$ cat src/rtl/draw_pkg.sv
// Shared types and map geometry for the rectangle draw engine.
// Holds the write-mode and FSM enums plus the latched command bundle.
package draw_pkg;

    localparam int MAP_W = 400;
    localparam int MAP_H = 300;
    localparam int AW    = 17;

    localparam logic [AW-1:0] ROW_STEP = AW'(MAP_W);
    localparam logic [8:0]    X_MAX    = 9'(MAP_W - 1);
    localparam logic [8:0]    Y_MAX    = 9'(MAP_H - 1);

    typedef enum logic [1:0] {
        WM_REPLACE,
        WM_AND,
        WM_OR,
        WM_XOR
    } wmode_t;

    typedef enum logic [2:0] {
        IDLE,
        SETUP,
        WRITE,
        READ,
        MODIFY,
        FLUSH_WAIT
    } draw_state_t;

    typedef struct packed {
        logic [8:0] x0;
        logic [8:0] x1;
        logic [8:0] y0;
        logic [8:0] y1;
        logic [2:0] color;
        wmode_t     mode;
    } draw_cmd_t;

    function automatic logic [8:0] clamp9(input logic [8:0] v, input logic [8:0] lim);
        return (v > lim) ? lim : v;
    endfunction

endpackage

$ cat src/rtl/rop_unit.sv
// Combinational raster op: merges the fill colour into the old pixel.
// Replace ignores the old pixel; and/or/xor combine bitwise.
module rop_unit
    import draw_pkg::*;
(
    input  logic [2:0] old_px,
    input  logic [2:0] color,
    input  logic [1:0] mode,
    output logic [2:0] new_px
);

    always_comb begin
        new_px = color;
        unique case (wmode_t'(mode))
            WM_REPLACE: new_px = color;
            WM_AND:     new_px = old_px & color;
            WM_OR:      new_px = old_px | color;
            WM_XOR:     new_px = old_px ^ color;
            default:    new_px = color;
        endcase
    end

endmodule

$ cat src/rtl/rect_draw_engine.sv
// Rectangle fill engine feeding the back buffer, with end-of-frame flush.
// Define DRAW_PIXCNT_EN to add the o_pix_count write counter port.
module rect_draw_engine
    import draw_pkg::*;
(
    input  logic          i_clk,
    input  logic          i_reset,
    input  logic          i_cmd_valid,
    output logic          o_cmd_ready,
    input  logic [8:0]    i_x0,
    input  logic [8:0]    i_x1,
    input  logic [8:0]    i_y0,
    input  logic [8:0]    i_y1,
    input  logic [2:0]    i_color,
    input  logic [1:0]    i_mode,
    input  logic          i_flush_req,
    input  logic          i_frame_end,
    output logic [AW-1:0] o_raddr,
    input  logic [2:0]    i_rdata,
    output logic [AW-1:0] o_waddr,
    output logic [2:0]    o_wdata,
    output logic          o_we,
    output logic          o_flush,
    output logic          o_busy
`ifdef DRAW_PIXCNT_EN
    ,
    output logic [AW-1:0] o_pix_count
`endif
);

    draw_state_t   state, state_nx;
    draw_cmd_t     cmd, cmd_in;
    logic          pending;
    logic          flush_due;
    logic          accept;
    logic          last_px;
    logic [8:0]    x, y, ycnt;
    logic [8:0]    xa, xb, ya, yb;
    logic [AW-1:0] row_base;
    logic [AW-1:0] addr;
    logic [2:0]    rop_px;

    assign addr      = row_base + AW'(x);
    assign last_px   = (x == cmd.x1) && (y == cmd.y1);
    assign flush_due = pending | i_flush_req;

    // A same-cycle flush request outranks a new command.
    assign o_cmd_ready = (state == IDLE) & ~flush_due;
    assign accept      = i_cmd_valid & o_cmd_ready;
    assign o_busy      = (state != IDLE) | pending;

    always_comb begin
        xa = (i_x0 > i_x1) ? i_x1 : i_x0;
        xb = (i_x0 > i_x1) ? i_x0 : i_x1;
        ya = (i_y0 > i_y1) ? i_y1 : i_y0;
        yb = (i_y0 > i_y1) ? i_y0 : i_y1;
        cmd_in.x0    = clamp9(xa, X_MAX);
        cmd_in.x1    = clamp9(xb, X_MAX);
        cmd_in.y0    = clamp9(ya, Y_MAX);
        cmd_in.y1    = clamp9(yb, Y_MAX);
        cmd_in.color = i_color;
        cmd_in.mode  = wmode_t'(i_mode);
    end

    rop_unit u_rop (
        .old_px (i_rdata),
        .color  (cmd.color),
        .mode   (cmd.mode),
        .new_px (rop_px)
    );

    always_ff @(posedge i_clk or posedge i_reset) begin
        if (i_reset) state <= IDLE;
        else         state <= state_nx;
    end

    always_comb begin
        state_nx = state;
        o_we     = 1'b0;
        o_wdata  = '0;
        o_waddr  = '0;
        o_raddr  = '0;
        o_flush  = 1'b0;
        unique case (state)
            IDLE: begin
                if (flush_due)        state_nx = FLUSH_WAIT;
                else if (i_cmd_valid) state_nx = SETUP;
            end
            SETUP: begin
                if (ycnt == '0)
                    state_nx = (cmd.mode == WM_REPLACE) ? WRITE : READ;
            end
            WRITE: begin
                o_we    = 1'b1;
                o_wdata = cmd.color;
                o_waddr = addr;
                if (last_px) state_nx = flush_due ? FLUSH_WAIT : IDLE;
            end
            READ: begin
                o_raddr  = addr;
                state_nx = MODIFY;
            end
            MODIFY: begin
                o_we     = 1'b1;
                o_wdata  = rop_px;
                o_waddr  = addr;
                state_nx = READ;
                if (last_px) state_nx = flush_due ? FLUSH_WAIT : IDLE;
            end
            FLUSH_WAIT: begin
                if (i_frame_end) begin
                    o_flush  = 1'b1;
                    state_nx = IDLE;
                end
            end
            default: state_nx = IDLE;
        endcase
    end

    always_ff @(posedge i_clk or posedge i_reset) begin
        if (i_reset) begin
            cmd      <= '0;
            pending  <= 1'b0;
            x        <= '0;
            y        <= '0;
            ycnt     <= '0;
            row_base <= '0;
        end else begin
            pending <= o_flush ? 1'b0 : flush_due;
            case (state)
                IDLE: begin
                    if (accept) begin
                        cmd      <= cmd_in;
                        x        <= cmd_in.x0;
                        y        <= cmd_in.y0;
                        ycnt     <= cmd_in.y0;
                        row_base <= '0;
                    end
                end
                // row_base = y0 * MAP_W built by repeated addition
                SETUP: begin
                    if (ycnt != '0) begin
                        row_base <= row_base + ROW_STEP;
                        ycnt     <= ycnt - 9'd1;
                    end
                end
                WRITE, MODIFY: begin
                    if (x == cmd.x1) begin
                        x <= cmd.x0;
                        if (y != cmd.y1) begin
                            y        <= y + 9'd1;
                            row_base <= row_base + ROW_STEP;
                        end
                    end else begin
                        x <= x + 9'd1;
                    end
                end
                default: ;
            endcase
        end
    end

`ifdef DRAW_PIXCNT_EN
    always_ff @(posedge i_clk or posedge i_reset) begin
        if (i_reset)
            o_pix_count <= '0;
        else if (o_flush)
            o_pix_count <= '0;
        else if (o_we && (o_pix_count != '1))
            o_pix_count <= o_pix_count + 1'b1;
    end
`endif

endmodule

$ cat config.mk
export PLATFORM = sky130hd
export DESIGN_NAME = rect_draw_engine
export DESIGN_NICKNAME = d
export VERILOG_FILES = /design/src/rtl/draw_pkg.sv /design/src/rtl/rop_unit.sv /design/src/rtl/rect_draw_engine.sv
export SDC_FILE = /design/constraint.sdc
export NUM_CORES = 1
export LEC_CHECK = 0
export CORE_UTILIZATION = 45
export DETAILED_ROUTE_END_ITERATION = 6
export GPL_TIMING_DRIVEN = 0
export PLACE_DENSITY = 0.76
export SKIP_CTS_REPAIR_TIMING = 1
export SYNTH_ARGS = -nofsm -noshare
export SYNTH_HDL_FRONTEND = slang
export SYNTH_SLANG_ARGS = --single-unit
$ cat constraint.sdc
create_clock -name i_clk -period 2.89 [get_ports i_clk]
set_input_delay 0.578 -clock i_clk [delete_from_list [all_inputs] [get_ports i_clk]]
set_output_delay 0.578 -clock i_clk [all_outputs]
set_load 0.02 [all_outputs]
==> flow_summary.ini <==
[setup_path]
startpoint_type = flip-flop
cp_data_required_time_ns = 2.31
reg2reg_slack_ns = 0.22
rr_startpoint = y[7]$_DFFE_PP0P_
crit_path_end_kind = output pin
r2r-end = row_base[8]$_DFFE_PP0P_
crit_end = o_waddr[10]
startpoint = x[5]$_DFFE_PP0P_
r2r.worst_path.cells = 8
critPathKind = reg2out
arrival_ns = 2.83
crit_fanout = 5

[floorplanning]
fp.dieH_um = 119
die_x_um = 119
dieArea_um2 = 14100
rows = 42
coreArea_um2 = 13200
initial_core_util_pct = 46.3
io_pins = 90

[route]
vias_per_cell = 6.02
drcViolationCount = 0
vias = 6392
dr.first_iter.drc_count = 588
dr.pass1.iters = 5
postRouteAntennaNets = 0
wl_um = 18700
wl_per_cell_um = 17.6

[hold_path]
min_path_type = reg2reg

[pwr]
combPwrFrac_pct = 15.6
power.density_nw_per_um2 = 328
peakVddDrop_uv = 284
pwr-share-seq_pct = 39.1
p_int_mw = 2.03
clkPwrFrac_pct = 45.2
p_leak_nw = 3.75
power.net_switching_mw = 0.702
p_sw_share_pct = 25.7

[clock_tree]
cts_max_level = 3
clkTransAtPathRegs_ns = 0.06
cts_tree = yes
cts_buffer_depth = 2
clk_latency_ns = 0.34
cts_buffers = 9
cts_root_buf = clkbuf_16
cts.sinks = 76

[grt]
antenna_found_initial = 0
grt_pass1_vias = 5779
grt_usage_pct = 25.5
grt_pass1_wl_um = 28900
grt_max_degree = 45
grt_overflow = 0

[cells_and_area]
syn_to_final_growth_pct = 35.5
antenna_cells = 0
fin_util_pct = 62.8
drive_gt1_share_pct = 18.3
final_cells = 1062
layout.nets = 963

[logic_synthesis]
syn_inst = 761
seq_area_frac_synth_pct = 31.0
synth_flop_cell = dfrtp_1
synth-edff-count = 0
syn_area_per_cell_um2 = 8.06
syn_nets = 843
synthXorXnorAreaFrac_pct = 3.71
synth-simple-area-share_pct = 22.6
synthMuxAreaShare_pct = 3.45
postSynthRegisterBits = 76
syn_area_um2 = 6130
synth_top_family_by_area = compound AO/OA/AOI/OAI gates
synth_fa_ha_area_share_pct = 6.73
post_synth_num_cell_types = 76
synthArstFlopShare_pct = 100
yosys_warnings = 0
synth_compound_area_share_pct = 27.0

[sta]
fin_crit_ns = 3.41
slew_violations = 0
fin_crit_sh_pct = 118
worst_clock_skew_ns = 0.00752
setup_viol = 17
timing.fmax_mhz = 293
slew_headroom_pct = 38.4
worst_pin_slew_ns = 0.924
setup_ws_ns = -0.517
tns_ns = -4.83
grt_setup_unrepaired = yes
hold_viol = 0

[placement]
pre_cts_ws_ns = -1.24
port_buffers = 89
dp_hpwl_um = 13200
gp_congestion = 0.906
placedCellCount = 1027

[run_status]
status = complete, but fails checks
violations = negative setup slack

[job]
drv_cap = 0
layout make-up:
class | count | area, um2
Clock buffer | 10 | 239
Timing Repair Buffer | 110 | 1150
Sequential cell | 76 | 1910
Multi-Input combinational cell | 601 | 4320
Clock inverter | 6 | 87.6
Fill cell | 1120 | 4930
Tap cell | 176 | 220
Buffer | 41 | 228
Inverter | 42 | 163
cells by family after synthesis:
| logic type | Yosys count |
|---|---|
| fa+ha+maj | 33 |
| simple gates | 272 |
| compound gates | 252 |
| mux | 18 |
| flops | 76 |
| buf+inv | 84 |
| xor+xnor | 26 |
critical path, cell delays in order (launching register included):
cell	delay, ns
dfrtp_2	0.45
ha_4	0.30
a21oi_4	0.06
o21ba_4	0.23
o21ba_4	0.21
o21ba_4	0.22
buf_8	0.14
or3_1	0.37
a21oi_1	0.29
buf_4	0.21
placed cells by master (no fill, tap or decap), drive strengths merged, types with 7 or more instances in the layout:
master	n
dfrtp	76
a21oi	75
nand2	73
nor2	63
o21ai	57
buf	49
inv	42
clkbuf	41
dlymetal6s2s	37
nand3	36
clkdlybuf4s50	34
ha	33
o31ai	17
nor3	16
xnor2	14
and3	14
a31oi	14
xor2	12
and2	12
or4	11
mux2i	11
a211oi	9
nor4	8
a2111oi	8
nand2b	7
per-layer routing:
| layer | up-vias | GRT usage (%) | share of wire (%) |
|---|---|---|---|
| met5 | - | 0 | 0 |
| met4 | 0 | 7.67 | 1.2 |
| met3 | 25 | 3.72 | 6.4 |
| met2 | 289 | 40.9 | 49 |
| met1 | 3023 | 35.5 | 44 |
| li1 | 3055 | - | - |
registers in the layout, indices dropped and copies added, names as in the netlist:
signal    count
cmd          32
state         3
x             9
pending       1
row_base     13
y             9
ycnt          9
power by group through the flow:
| stage | Combinational [mW] | Sequential (mW) | Clock [mW] |
|---|---|---|---|
| detailed placement | 0.348 | 1.09 | 0 |
| global placement | 0.339 | 1.09 | 0 |
| global route | 0.464 | 1.07 | 1.29 |
| floorplan | 0.195 | 1.09 | 0 |
| finish | 0.427 | 1.07 | 1.23 |
| CTS | 0.349 | 1.07 | 1.24 |
cell usage after synthesis, types with 7 or more instances:
cell	count	area [um2]
mux2i_1	11	110
clkbuf_1	33	124
xor2_1	12	105
dfrtp_1	76	1900
a31oi_1	14	87.6
and2_1	12	75.1
nand2_1	73	274
a21oi_1	75	375
o21ai_0	56	280
nor2_1	63	236
nor4_1	7	43.8
nand2b_1	7	43.8
ha_1	33	413
nor3_1	15	75.1
xnor2_1	14	123
or4_1	10	75.1
a211oi_1	9	67.6
nand3_1	36	180
inv_1	41	154
o31ai_1	16	120
and3_1	14	87.6
worst min-delay path by stage:
stage | from | to | slack [ns] | cells past startpoint
2_1_floorplan | cmd[36]$_DFFE_PP0P_ | cmd[36]$_DFFE_PP0P_ | 0.45 | 2
3_3_place_gp | cmd[37]$_DFFE_PP0P_ | cmd[37]$_DFFE_PP0P_ | 0.46 | 2
3_5_place_dp | cmd[36]$_DFFE_PP0P_ | cmd[36]$_DFFE_PP0P_ | 0.47 | 2
4_1_cts | cmd[38]$_DFFE_PP0P_ | cmd[38]$_DFFE_PP0P_ | 0.48 | 2
5_1_grt | cmd[38]$_DFFE_PP0P_ | cmd[38]$_DFFE_PP0P_ | 0.50 | 2
6_report | cmd[38]$_DFFE_PP0P_ | cmd[38]$_DFFE_PP0P_ | 0.48 | 2
through the flow:
step / hold slack [ns] / area [um2] / power [mW]
after floorplan: 0.448 / 6150 / 1.28
after CTS: 0.484 / 7620 / 2.66
final: 0.481 / 8310 / 2.73
after detailed placement: 0.473 / 7300 / 1.43
after global routing: 0.499 / 8310 / 2.83
after global placement: 0.464 / 7270 / 1.43
Power figures use the tool's default switching activity.
